$ cat config.mk
export PLATFORM = sky130hd
export DESIGN_NAME = issue_dispatch_queue
export DESIGN_NICKNAME = d
export VERILOG_FILES = /design/src/rtl/issue_pkg.sv /design/src/rtl/issue_decode.sv /design/src/rtl/issue_dispatch_queue.sv
export SDC_FILE = /design/constraint.sdc
export NUM_CORES = 2
export LEC_CHECK = 0
export BUFFER_PORTS_ARGS = -buffer_cell sky130_fd_sc_hd__buf_2
export CAP_MARGIN = 20
export CORE_MARGIN = 2
export CORE_UTILIZATION = 51
export CTS_CLUSTER_DIAMETER = 60
export DETAILED_ROUTE_END_ITERATION = 16
export GPL_ROUTABILITY_DRIVEN = 0
export PLACE_DENSITY = 0.67
export SYNTH_ARGS = -nofsm -noshare
export SYNTH_HDL_FRONTEND = slang
export SYNTH_SLANG_ARGS = --single-unit
$ cat constraint.sdc
create_clock -name clk_in -period 6.47 [get_ports clk_in]
set_input_delay 0.9705 -clock clk_in [delete_from_list [all_inputs] [get_ports clk_in]]
set_output_delay 0.9705 -clock clk_in [all_outputs]
set_load 0.01 [all_outputs]
$ cat src/rtl/issue_pkg.sv
// rtl/issue_pkg.sv - opcodes, dispatch class encoding and immediate helpers for the issue stage
package issue_pkg;

  localparam logic [6:0] OP_ALU_R = 7'b0110011;
  localparam logic [6:0] OP_ALU_I = 7'b0010011;
  localparam logic [6:0] OP_BRANCH = 7'b1100011;
  localparam logic [6:0] OP_JAL = 7'b1101111;
  localparam logic [6:0] OP_JALR = 7'b1100111;
  localparam logic [6:0] OP_LOAD = 7'b0000011;
  localparam logic [6:0] OP_STORE = 7'b0100011;
  localparam logic [6:0] OP_LUI = 7'b0110111;
  localparam logic [6:0] OP_AUIPC = 7'b0010111;

  typedef enum logic [2:0] {
    CLS_ALU_R  = 3'd0,
    CLS_ALU_I  = 3'd1,
    CLS_BRANCH = 3'd2,
    CLS_JAL    = 3'd3,
    CLS_JALR   = 3'd4,
    CLS_LOAD   = 3'd5,
    CLS_STORE  = 3'd6,
    CLS_UPPER  = 3'd7
  } disp_class_e;

  function automatic logic [31:0] imm_i(input logic [31:0] inst);
    return {{20{inst[31]}}, inst[31:20]};
  endfunction

  function automatic logic [31:0] imm_s(input logic [31:0] inst);
    return {{20{inst[31]}}, inst[31:25], inst[11:7]};
  endfunction

  function automatic logic [31:0] imm_b(input logic [31:0] inst);
    return {{19{inst[31]}}, inst[31], inst[7], inst[30:25], inst[11:8], 1'b0};
  endfunction

  function automatic logic [31:0] imm_j(input logic [31:0] inst);
    return {{11{inst[31]}}, inst[31], inst[19:12], inst[20], inst[30:21], 1'b0};
  endfunction

  function automatic logic [31:0] imm_u(input logic [31:0] inst);
    return {inst[31:12], 12'b0};
  endfunction

endpackage

$ cat src/rtl/issue_decode.sv
// rtl/issue_decode.sv - combinational instruction word to class/immediate/register decode
module issue_decode
  import issue_pkg::*;
(
  input  logic [31:0] inst,
  output logic [2:0]  cls,
  output logic        auipc,
  output logic        illegal,
  output logic [4:0]  rd,
  output logic [4:0]  rs1,
  output logic [4:0]  rs2,
  output logic        use_rs1,
  output logic        use_rs2,
  output logic [31:0] imm
);

  logic [2:0] funct3;
  assign funct3 = inst[14:12];
  assign rs1 = inst[19:15];
  assign rs2 = inst[24:20];

  always_comb begin
    cls = CLS_ALU_R;
    auipc = 1'b0;
    illegal = 1'b0;
    rd = inst[11:7];
    use_rs1 = 1'b0;
    use_rs2 = 1'b0;
    imm = '0;
    case (inst[6:0])
      OP_ALU_R: begin
        use_rs1 = 1'b1;
        use_rs2 = 1'b1;
      end
      OP_ALU_I: begin
        cls = CLS_ALU_I;
        use_rs1 = 1'b1;
        // shift amounts are unsigned; the upper bits carry SRA select, not sign
        imm = (funct3 == 3'b001 || funct3 == 3'b101) ? {27'b0, inst[24:20]} : imm_i(inst);
      end
      OP_BRANCH: begin
        cls = CLS_BRANCH;
        rd = '0;
        use_rs1 = 1'b1;
        use_rs2 = 1'b1;
        imm = imm_b(inst);
      end
      OP_JAL: begin
        cls = CLS_JAL;
        imm = imm_j(inst);
      end
      OP_JALR: begin
        cls = CLS_JALR;
        use_rs1 = 1'b1;
        imm = imm_i(inst);
      end
      OP_LOAD: begin
        cls = CLS_LOAD;
        use_rs1 = 1'b1;
        imm = imm_i(inst);
      end
      OP_STORE: begin
        cls = CLS_STORE;
        rd = '0;
        use_rs1 = 1'b1;
        use_rs2 = 1'b1;
        imm = imm_s(inst);
      end
      OP_LUI: begin
        cls = CLS_UPPER;
        imm = imm_u(inst);
      end
      OP_AUIPC: begin
        cls = CLS_UPPER;
        auipc = 1'b1;
        imm = imm_u(inst);
      end
      default: begin
        illegal = 1'b1;
        rd = '0;
      end
    endcase
  end

endmodule

$ cat src/rtl/issue_dispatch_queue.sv
// rtl/issue_dispatch_queue.sv - fetch FIFO with registered decode/dispatch stage
// Optional stall counters: define ISSUE_PERF_CNT_EN.
module issue_dispatch_queue
  import issue_pkg::*;
#(
  parameter int DEPTH = 32,
  parameter int ROB_ID_W = 5,
  parameter int AFULL_SLACK = 2
) (
  input  logic                       clk_in,
  input  logic                       rst_n_in,
  input  logic                       rdy_in,
  input  logic                       flush_in,
  input  logic                       enq_valid_in,
  input  logic [31:0]                enq_inst_in,
  input  logic [31:0]                enq_pc_in,
  input  logic                       enq_rvc_in,
  output logic                       enq_ready_out,
  output logic [$clog2(DEPTH+1)-1:0] count_out,
  output logic                       overflow_out,
  output logic                       disp_valid_out,
  output logic [2:0]                 disp_class_out,
  output logic                       disp_auipc_out,
  output logic                       disp_illegal_out,
  output logic [2:0]                 disp_funct3_out,
  output logic                       disp_alt_out,
  output logic [4:0]                 disp_rd_out,
  output logic [4:0]                 disp_rs1_out,
  output logic [4:0]                 disp_rs2_out,
  output logic                       disp_use_rs1_out,
  output logic                       disp_use_rs2_out,
  output logic [31:0]                disp_imm_out,
  output logic [31:0]                disp_pc_out,
  output logic                       disp_rvc_out,
  output logic [ROB_ID_W-1:0]        disp_rob_id_out,
  input  logic                       rob_ready_in,
  input  logic                       rs_ready_in,
  input  logic                       lsb_ready_in,
  input  logic [ROB_ID_W-1:0]        rob_tail_id_in,
`ifdef ISSUE_PERF_CNT_EN
  output logic [31:0]                perf_stall_rob_out,
  output logic [31:0]                perf_stall_rs_out,
  output logic [31:0]                perf_stall_lsb_out,
`endif
  output logic                       disp_fire_out
);

  localparam int PTR_W = $clog2(DEPTH);
  localparam int CNT_W = $clog2(DEPTH + 1);

  logic [31:0] mem_inst [DEPTH];
  logic [31:0] mem_pc [DEPTH];
  logic        mem_rvc [DEPTH];
  logic [PTR_W-1:0] rd_ptr, wr_ptr;
  logic [CNT_W-1:0] fifo_count, next_count;

  logic fifo_empty, enq_live, stage_load, bypass, pop, push, overflow_hit;
  logic lsb_unit, rob_only, unit_ok;
  logic [31:0] head_inst, head_pc;
  logic head_rvc;

  logic [2:0]  dec_class;
  logic        dec_auipc, dec_illegal, dec_use_rs1, dec_use_rs2;
  logic [4:0]  dec_rd, dec_rs1, dec_rs2;
  logic [31:0] dec_imm;

  assign count_out = fifo_count;
  assign fifo_empty = (fifo_count == '0);
  assign enq_live = enq_valid_in & rdy_in & !flush_in;
  assign stage_load = !disp_valid_out | disp_fire_out;
  assign bypass = stage_load & fifo_empty & enq_live;
  assign pop = rdy_in & !flush_in & stage_load & !fifo_empty;
  assign push = enq_live & !bypass & (fifo_count < CNT_W'(DEPTH));
  assign overflow_hit = enq_live & !bypass & (fifo_count == CNT_W'(DEPTH));

  assign lsb_unit = (disp_class_out == CLS_LOAD) || (disp_class_out == CLS_STORE);
  // LUI and illegal words only need a ROB slot
  assign rob_only = disp_illegal_out || (disp_class_out == CLS_UPPER && !disp_auipc_out);
  assign unit_ok = rob_only ? 1'b1 : (lsb_unit ? lsb_ready_in : rs_ready_in);
  assign disp_fire_out = disp_valid_out & rdy_in & !flush_in & rob_ready_in & unit_ok;
  assign disp_rob_id_out = disp_valid_out ? rob_tail_id_in : '0;

  assign head_inst = fifo_empty ? enq_inst_in : mem_inst[rd_ptr];
  assign head_pc = fifo_empty ? enq_pc_in : mem_pc[rd_ptr];
  assign head_rvc = fifo_empty ? enq_rvc_in : mem_rvc[rd_ptr];

  issue_decode u_decode (
    .inst    (head_inst),
    .cls     (dec_class),
    .auipc   (dec_auipc),
    .illegal (dec_illegal),
    .rd      (dec_rd),
    .rs1     (dec_rs1),
    .rs2     (dec_rs2),
    .use_rs1 (dec_use_rs1),
    .use_rs2 (dec_use_rs2),
    .imm     (dec_imm)
  );

  always_comb begin
    next_count = fifo_count;
    if (push && !pop) next_count = fifo_count + CNT_W'(1);
    else if (pop && !push) next_count = fifo_count - CNT_W'(1);
  end

  always_ff @(posedge clk_in) begin
    if (push) begin
      mem_inst[wr_ptr] <= enq_inst_in;
      mem_pc[wr_ptr] <= enq_pc_in;
      mem_rvc[wr_ptr] <= enq_rvc_in;
    end
  end

  always_ff @(posedge clk_in or negedge rst_n_in) begin
    if (!rst_n_in) begin
      rd_ptr <= '0;
      wr_ptr <= '0;
      fifo_count <= '0;
      enq_ready_out <= 1'b0;
      overflow_out <= 1'b0;
      disp_valid_out <= 1'b0;
      disp_class_out <= '0;
      disp_auipc_out <= 1'b0;
      disp_illegal_out <= 1'b0;
      disp_funct3_out <= '0;
      disp_alt_out <= 1'b0;
      disp_rd_out <= '0;
      disp_rs1_out <= '0;
      disp_rs2_out <= '0;
      disp_use_rs1_out <= 1'b0;
      disp_use_rs2_out <= 1'b0;
      disp_imm_out <= '0;
      disp_pc_out <= '0;
      disp_rvc_out <= 1'b0;
    end else if (flush_in) begin
      rd_ptr <= '0;
      wr_ptr <= '0;
      fifo_count <= '0;
      enq_ready_out <= 1'b1;
      disp_valid_out <= 1'b0;
    end else if (rdy_in) begin
      if (push) wr_ptr <= wr_ptr + 1'b1;
      if (pop) rd_ptr <= rd_ptr + 1'b1;
      fifo_count <= next_count;
      enq_ready_out <= (next_count <= CNT_W'(DEPTH - AFULL_SLACK));
      if (overflow_hit) overflow_out <= 1'b1;
      if (stage_load) begin
        disp_valid_out <= pop | bypass;
        if (pop | bypass) begin
          disp_class_out <= dec_class;
          disp_auipc_out <= dec_auipc;
          disp_illegal_out <= dec_illegal;
          disp_funct3_out <= head_inst[14:12];
          disp_alt_out <= head_inst[30];
          disp_rd_out <= dec_rd;
          disp_rs1_out <= dec_rs1;
          disp_rs2_out <= dec_rs2;
          disp_use_rs1_out <= dec_use_rs1;
          disp_use_rs2_out <= dec_use_rs2;
          disp_imm_out <= dec_imm;
          disp_pc_out <= head_pc;
          disp_rvc_out <= head_rvc;
        end
      end
    end
  end

`ifdef ISSUE_PERF_CNT_EN
  logic stall_base, stall_rob, stall_rs, stall_lsb;
  assign stall_base = disp_valid_out & rdy_in;
  assign stall_rob = stall_base & !rob_ready_in;
  assign stall_rs = stall_base & rob_ready_in & !rob_only & !lsb_unit & !rs_ready_in;
  assign stall_lsb = stall_base & rob_ready_in & lsb_unit & !lsb_ready_in;

  always_ff @(posedge clk_in or negedge rst_n_in) begin
    if (!rst_n_in) begin
      perf_stall_rob_out <= '0;
      perf_stall_rs_out <= '0;
      perf_stall_lsb_out <= '0;
    end else begin
      if (stall_rob && perf_stall_rob_out != '1) perf_stall_rob_out <= perf_stall_rob_out + 1'b1;
      if (stall_rs && perf_stall_rs_out != '1) perf_stall_rs_out <= perf_stall_rs_out + 1'b1;
      if (stall_lsb && perf_stall_lsb_out != '1) perf_stall_lsb_out <= perf_stall_lsb_out + 1'b1;
    end
  end
`endif

endmodule

; Word level (Yosys, flattened, before mapping)
; Memory sizes are Yosys's and may differ from the RTL's.
; Cells that the tools add are included.
[word_totals]
in_bits = 78
word_cells = 120
latchBits = 0
rom_bits = 0
memories = 3
register_bits = 110
ram_bits = 2080
[memory_table]
columns = name, words, width, rd, rd_ports_with_merged_regs, write_ports, line
row1 = mem_inst, 32, 32, 1, 0, 1, issue_dispatch_queue.sv:51  ; logic [31:0] mem_inst [DEPTH];
row2 = mem_pc, 32, 32, 1, 0, 1, issue_dispatch_queue.sv:52  ; logic [31:0] mem_pc [DEPTH];
row3 = mem_rvc, 32, 1, 1, 0, 1, issue_dispatch_queue.sv:53  ; logic mem_rvc [DEPTH];
[op_classes]
reduce_logical = 29
bitwise_logic = 17
eq_ne = 15
n_div = 0
mux = 31
mul = 0
n_lt_le_gt_ge = 2
shifts = 0
addsub = 4
[ops]
columns = op, n
row1 = 32-bit case mux with 6 select lines, 1
row2 = 32-bit two-way mux, 3
row3 = 5-bit two-way mux, 8
row4 = 6-bit two-way mux, 4
row5 = "7-bit by 6-bit == test with 1-bit output, second input constant", 3
row6 = "7-bit == test, second input constant", 3
row7 = 3-bit case mux with 7 select lines, 1
row8 = 1-bit bitwise AND, 14
row9 = "7-bit by 5-bit == test with 1-bit output, second input constant", 2
row10 = 1-bit two-way mux, 14
row11 = "3-bit == test, second input constant", 4
row12 = "5-bit by 1-bit adder with 5-bit output, second input constant", 2
row13 = 9-bit OR reduction, 1
row14 = 2-bit nonzero test, 4
row15 = "7-bit by 2-bit == test with 1-bit output, second input constant", 1
row16 = 1-bit logical NOT, 7
row17 = 7-bit OR reduction, 1
row18 = "6-bit by 1-bit adder with 6-bit output, second input constant", 1
row19 = "6-bit == test, second input constant", 1
row20 = "6-bit by 5-bit less-or-equal comparator with 1-bit output, second input constant", 1
row21 = 6-bit logical NOT, 1
row22 = "6-bit < comparator, second input constant", 1
row23 = 2-bit AND reduction, 3
row24 = 6-bit OR reduction, 1
row25 = other kinds (10), 16

; Depth between registers and ports, before layout
[depth]
ltp_word = 18
ltp_mapped = 16
mapped_depth_nobuf = 11

; Cells and area by module
; From an unflattened synthesis, not the netlist that was laid out.
[hier_totals]
cells_unflattened = 3623
area_unflattened_um2 = 84670.0
[by_module_without_submodules]
columns = module, n_inst, area_each_um2, cells_each
row1 = issue_dispatch_queue, 1, 83928.0, 3512
row2 = issue_decode, 1, 742.0, 111

; Worst setup path after synthesis
; Ideal clock, no wire load.
[synth_timing]
path_type = in2reg
from = input lsb_ready_in
to = memory mem_inst[15][0] (enable)
required_time_ns = 5.980
path_stages = 8
slack_ns = 0.669
setup_ns = 0.490
arrival_ns = 5.312
n_path_buf = 1
cell_sequence = or2_2 > a32o_1 > a221oi_1 > nor2_1 > a31oi_1 > buf_4 > nand2_1 > nor2_1
[synth_via]
elab_chain_len = 11
[synth_lines]
columns = element, line
row1 = start: declaration, issue_dispatch_queue.sv:38  ; input logic lsb_ready_in,
row2 = 1-bit two-way mux (2 in a row), issue_dispatch_queue.sv:79  ; assign unit_ok = rob_only ? 1'b1 : (lsb_unit ? lsb_ready_in : rs_ready_in);
row3 = 1-bit bitwise AND, issue_dispatch_queue.sv:80  ; assign disp_fire_out = disp_valid_out & rdy_in & !flush_in & rob_ready_in & unit_ok;
row4 = 1-bit bitwise OR, issue_dispatch_queue.sv:70  ; assign stage_load = !disp_valid_out | disp_fire_out;
row5 = 1-bit bitwise AND (2 in a row), issue_dispatch_queue.sv:71  ; assign bypass = stage_load & fifo_empty & enq_live;
row6 = 1-bit logical NOT, issue_dispatch_queue.sv:73  ; assign push = enq_live & !bypass & (fifo_count < CNT_W'(DEPTH));
row7 = 1-bit bitwise AND (2 in a row), issue_dispatch_queue.sv:73
row8 = 1-bit two-way mux, issue_dispatch_queue.sv:107  ; if (push) begin
row9 = 1-bit two-way mux (not written as such), issue_dispatch_queue.sv:108  ; mem_inst[wr_ptr] <= enq_inst_in;
row10 = end: declaration, issue_dispatch_queue.sv:51
; Every way passes these cells.

; Worst setup path in the final report
[layout_timing]
from = register rd_ptr[0]
to = register disp_rd_out[3]
[layout_via]
elab_chain_len = 5
elab_cells_between_ends = 11
[layout_lines]
columns = element, line
row1 = start: declaration, issue_dispatch_queue.sv:54  ; logic [PTR_W-1:0] rd_ptr, wr_ptr;
row2 = start signal: assignment, issue_dispatch_queue.sv:143  ; if (pop) rd_ptr <= rd_ptr + 1'b1;
row3 = memory 32 x 32 bit *, n/a
row4 = 32-bit two-way mux *, issue_dispatch_queue.sv:83  ; assign head_inst = fifo_empty ? enq_inst_in : mem_inst[rd_ptr];
row5 = "7-bit by 6-bit == test with 1-bit output, or another cell as far along", issue_decode.sv:30  ; case (inst[6:0])
row6 = 7-bit OR reduction (no line), n/a
row7 = 5-bit two-way mux *, issue_decode.sv:30
row8 = end signal: assignment, issue_dispatch_queue.sv:155  ; disp_rd_out <= dec_rd;
row9 = end: declaration, issue_dispatch_queue.sv:27  ; output logic [4:0] disp_rd_out,
; Every way passes the cells marked *; elsewhere a longest branch is shown, timed or not.
; A chain may end at the register's enable or synchronous reset.

==> run_results.csv <==
group,metric,value,unit
logic_synthesis,synth.yosys.seq_area_share,76.9,%
grt,antenna_found_initial,17,
logic_synthesis,synth_edf_count,2080,
logic_synthesis,yosysWarningCount,0,
route,via_per_inst,6.31,
power,power,32.1,mW
layout,post-route-util,58.0,%
layout,drive_gt1_share,29.4,%
power,ir_drop,0.000325,V
grt,track_usage,24.4,%
route,drc,0,
clock_network,cts_resized,0,
logic_synthesis,syn_inst,3799,
sta,final.setup.worst_slack,1.62,ns
floorplan,fp.dieArea,170000,sq um
sta,finalMaxSlewViolations,0,
job,maxCapViolCount,0,
critical_path,worstPathCellList,"buf_4 -> inv_2 -> mux4_2 -> o21bai_1 -> a211oi_1 -> nor3_4 -> nand4_2 -> nor3_2 -> a311oi_2 -> o31ai_1",
logic_synthesis,ys_top_cells_by_area,"edfxtp_1, mux4_2, dfrtp_1, mux2i_1, buf_2",
logic_synthesis,synth_area_per_cell,22.3,sq um
clock_network,clk-insertion-delay-late,0.87,ns
clock_network,cts_tree,"done",
logic_synthesis,synth_cell_types,87,
layout,synthToLayoutAreaGrowth,12.8,%
grt,grt-ovfl-total,0,
logic_synthesis,yosys-top-cells-count,"edfxtp_1, mux4_2, nand2_1, mux2i_1, nor2_1",
logic_synthesis,synth_top_area_cell,"edfxtp_1",
grt,grt_max_degree,155,
floorplan,fp.dieH,412,um
logic_synthesis,netlist_area,84800,sq um
clock_network,cts_setup_buffers,0,
route,avgRoutedWirePerCell,31.6,um
floorplan,core,165000,sq um
floorplan,start_util,51.4,%
sta,tightest_slew,1.14,ns
outcome,status,"finished clean",
sta,slew_headroom,24.0,%
sta,hold_slack,0.138,ns
route,wirelength,204000,um
route,drt-initial-drc-count,5033,
logic_synthesis,synth_top_area_share,73.7,%
place,hpwl,107000,um
clock_network,cts_sinks,2190,
sta,final.period_utilization,74.9,%
place,pre_cts_slack,1.61,ns
power,p_leak,29.7,nW
sta,final.min_clock_period,4.85,ns
logic_synthesis,synth.most_common_cell,"edfxtp_1",
sta,finalSetupTns,0,ns
route,num_vias,40833,
grt,grt_first_pass_wirelength,294000,um
route,drtAntennaViolNets,0,
clock_network,clk_pin_slew_worst_paths,0.06,ns
clock_network,cts-root-buf,"clkbuf_16",
critical_path,path_max_fanout,50,
place,numPortBuffers,183,
logic_synthesis,synthArstFlopShare,5.02,%
logic_synthesis,syn_nets,3885,
critical_path,path_class,"reg2reg",
critical_path,arrival,5.56,ns
sta,skew,0.0617,ns
sta,setup_violations,0,
sta,fmaxAchievable,206,MHz
logic_synthesis,synth-seq-cells,2190,
critical_path,start_kind,"register",
clock_network,htreeDepth,4,
clock_network,clockBufferDepth,3,
grt,grt_pass1_vias,40504,
sta,hold_viol_final,0,
power,powerDensity,336,nW/um^2
worst_hold_path,worstHoldPathType,"in2async",
logic_synthesis,synthFlopType,"edfxtp_1",
critical_path,worstSetupEndpointType,"register",
critical_path,crit_slowest_cell,"dfrtp_4",
sta,rsz0062_at_grt,"false",
floorplan,rows,149,
critical_path,crit_required,7.19,ns
floorplan,ioPinCount,184,
clock_network,hold_buffers,0,
floorplan,dieWidth,412,um
route,first_pass_iters,6,
layout,final_nets,4181,
clock_network,numCtsBuffers,211,
critical_path,critPathMaxStageDelay,1.08,ns
==> per-layer routing <==
metal	global-route usage (%)	vias up	routed length, um
met4	6.21	10	4560
met5	0	-	61
met1	35.3	22067	83300
met3	4.85	298	17400
li1	-	16610	-
met2	38.4	1848	99000
==> final timing paths <==
check | start | endpoint | slack [ns] | cells past startpoint
max in group asynchronous | rst_n_in | rd_ptr[3] | 4.91 | 2
worst min register to register | disp_rs2_out[4] | disp_rs2_out[4] | 0.47 | 1
worst min-delay path | rst_n_in | disp_alt_out | 0.14 | 1
worst max register to register | rd_ptr[0] | disp_rd_out[3] | 1.62 | 10
worst max-delay path | rd_ptr[0] | disp_rd_out[3] | 1.62 | 10
min in group clk_in | enq_valid_in | overflow_out | 0.41 | 2
==> registers in the layout, indices dropped and copies added, names as in the netlist, 3 cells and up <==
register         flops
disp_pc_out         32
wr_ptr               5
mem_inst          1024
disp_class_out       3
rd_ptr               5
disp_rs1_out         5
disp_funct3_out      3
mem_pc            1024
disp_rs2_out         5
mem_rvc             32
disp_rd_out          5
disp_imm_out        32
count_out            6
==> placed cells by master, fill, tap and decap left out, types with 23 or more instances in the layout <==
master     synthesis  layout
nor2_4             2      34
a22oi_1           23      23
buf_2            105     182
nor2_1           116      84
clkbuf_1          48      67
nand2_1          140     140
mux4_2           584     584
clkinv_2           0      29
o21ai_0           56      56
mux2i_1          132     132
edfxtp_1        2080    2080
a21oi_1           79      79
clkinv_1           0      32
buf_4             19      87
clkbuf_16          0     211
dfrtp_1          110     106
==> cell type report <==
type                            instances  area [sq um]
Antenna cell                            7          17.5
Clock buffer                          300          5830
Clock inverter                         98          1120
Fill cell                           11734         69400
Inverter                               12          52.6
Multi-Input combinational cell       1388         18600
Sequential cell                      2190         65200
Tap cell                             2189          2740
Timing Repair Buffer                  292          2020
==> power breakdown <==
part	total (mW)	internal [mW]	switching, mW
clock network	12.2	6.86	5.31
logic	3.95	1.60	2.36
registers	16.0	15.8	0.261
total	32.1	24.2	7.92
==> cell families (layout without fill, tap and decap cells) <==
logic type	after synthesis	after routing	share of synthesized area (%)
adders and majority gates	8	8	0.118
DFF	2190	2190	76.9
buffers and inverters	221	702	1.44
xor gates and xnor gates	9	9	0.0930
AOI/OAI and AO/OA	293	293	2.34
other	0	7	0
muxes	724	724	17.2
and+or+nand+nor	354	354	1.93
==> worst max-delay path, delay by kind of cell (launching register included) <==
kind	cells	cell delay, ns
compound gates	4	0.84
buf+inv	2	0.95
flops	1	1.08
mux	1	0.49
simple gates	3	1.29
==> stage by stage <==
step | area, sq um | instances
floorplan | 84800 | 3799
global placement | 88600 | 6071
detailed placement | 88600 | 6071
CTS | 95600 | 6469
global route | 95600 | 6471
finish | 95600 | 6476
Power figures use the tool's default switching activity.
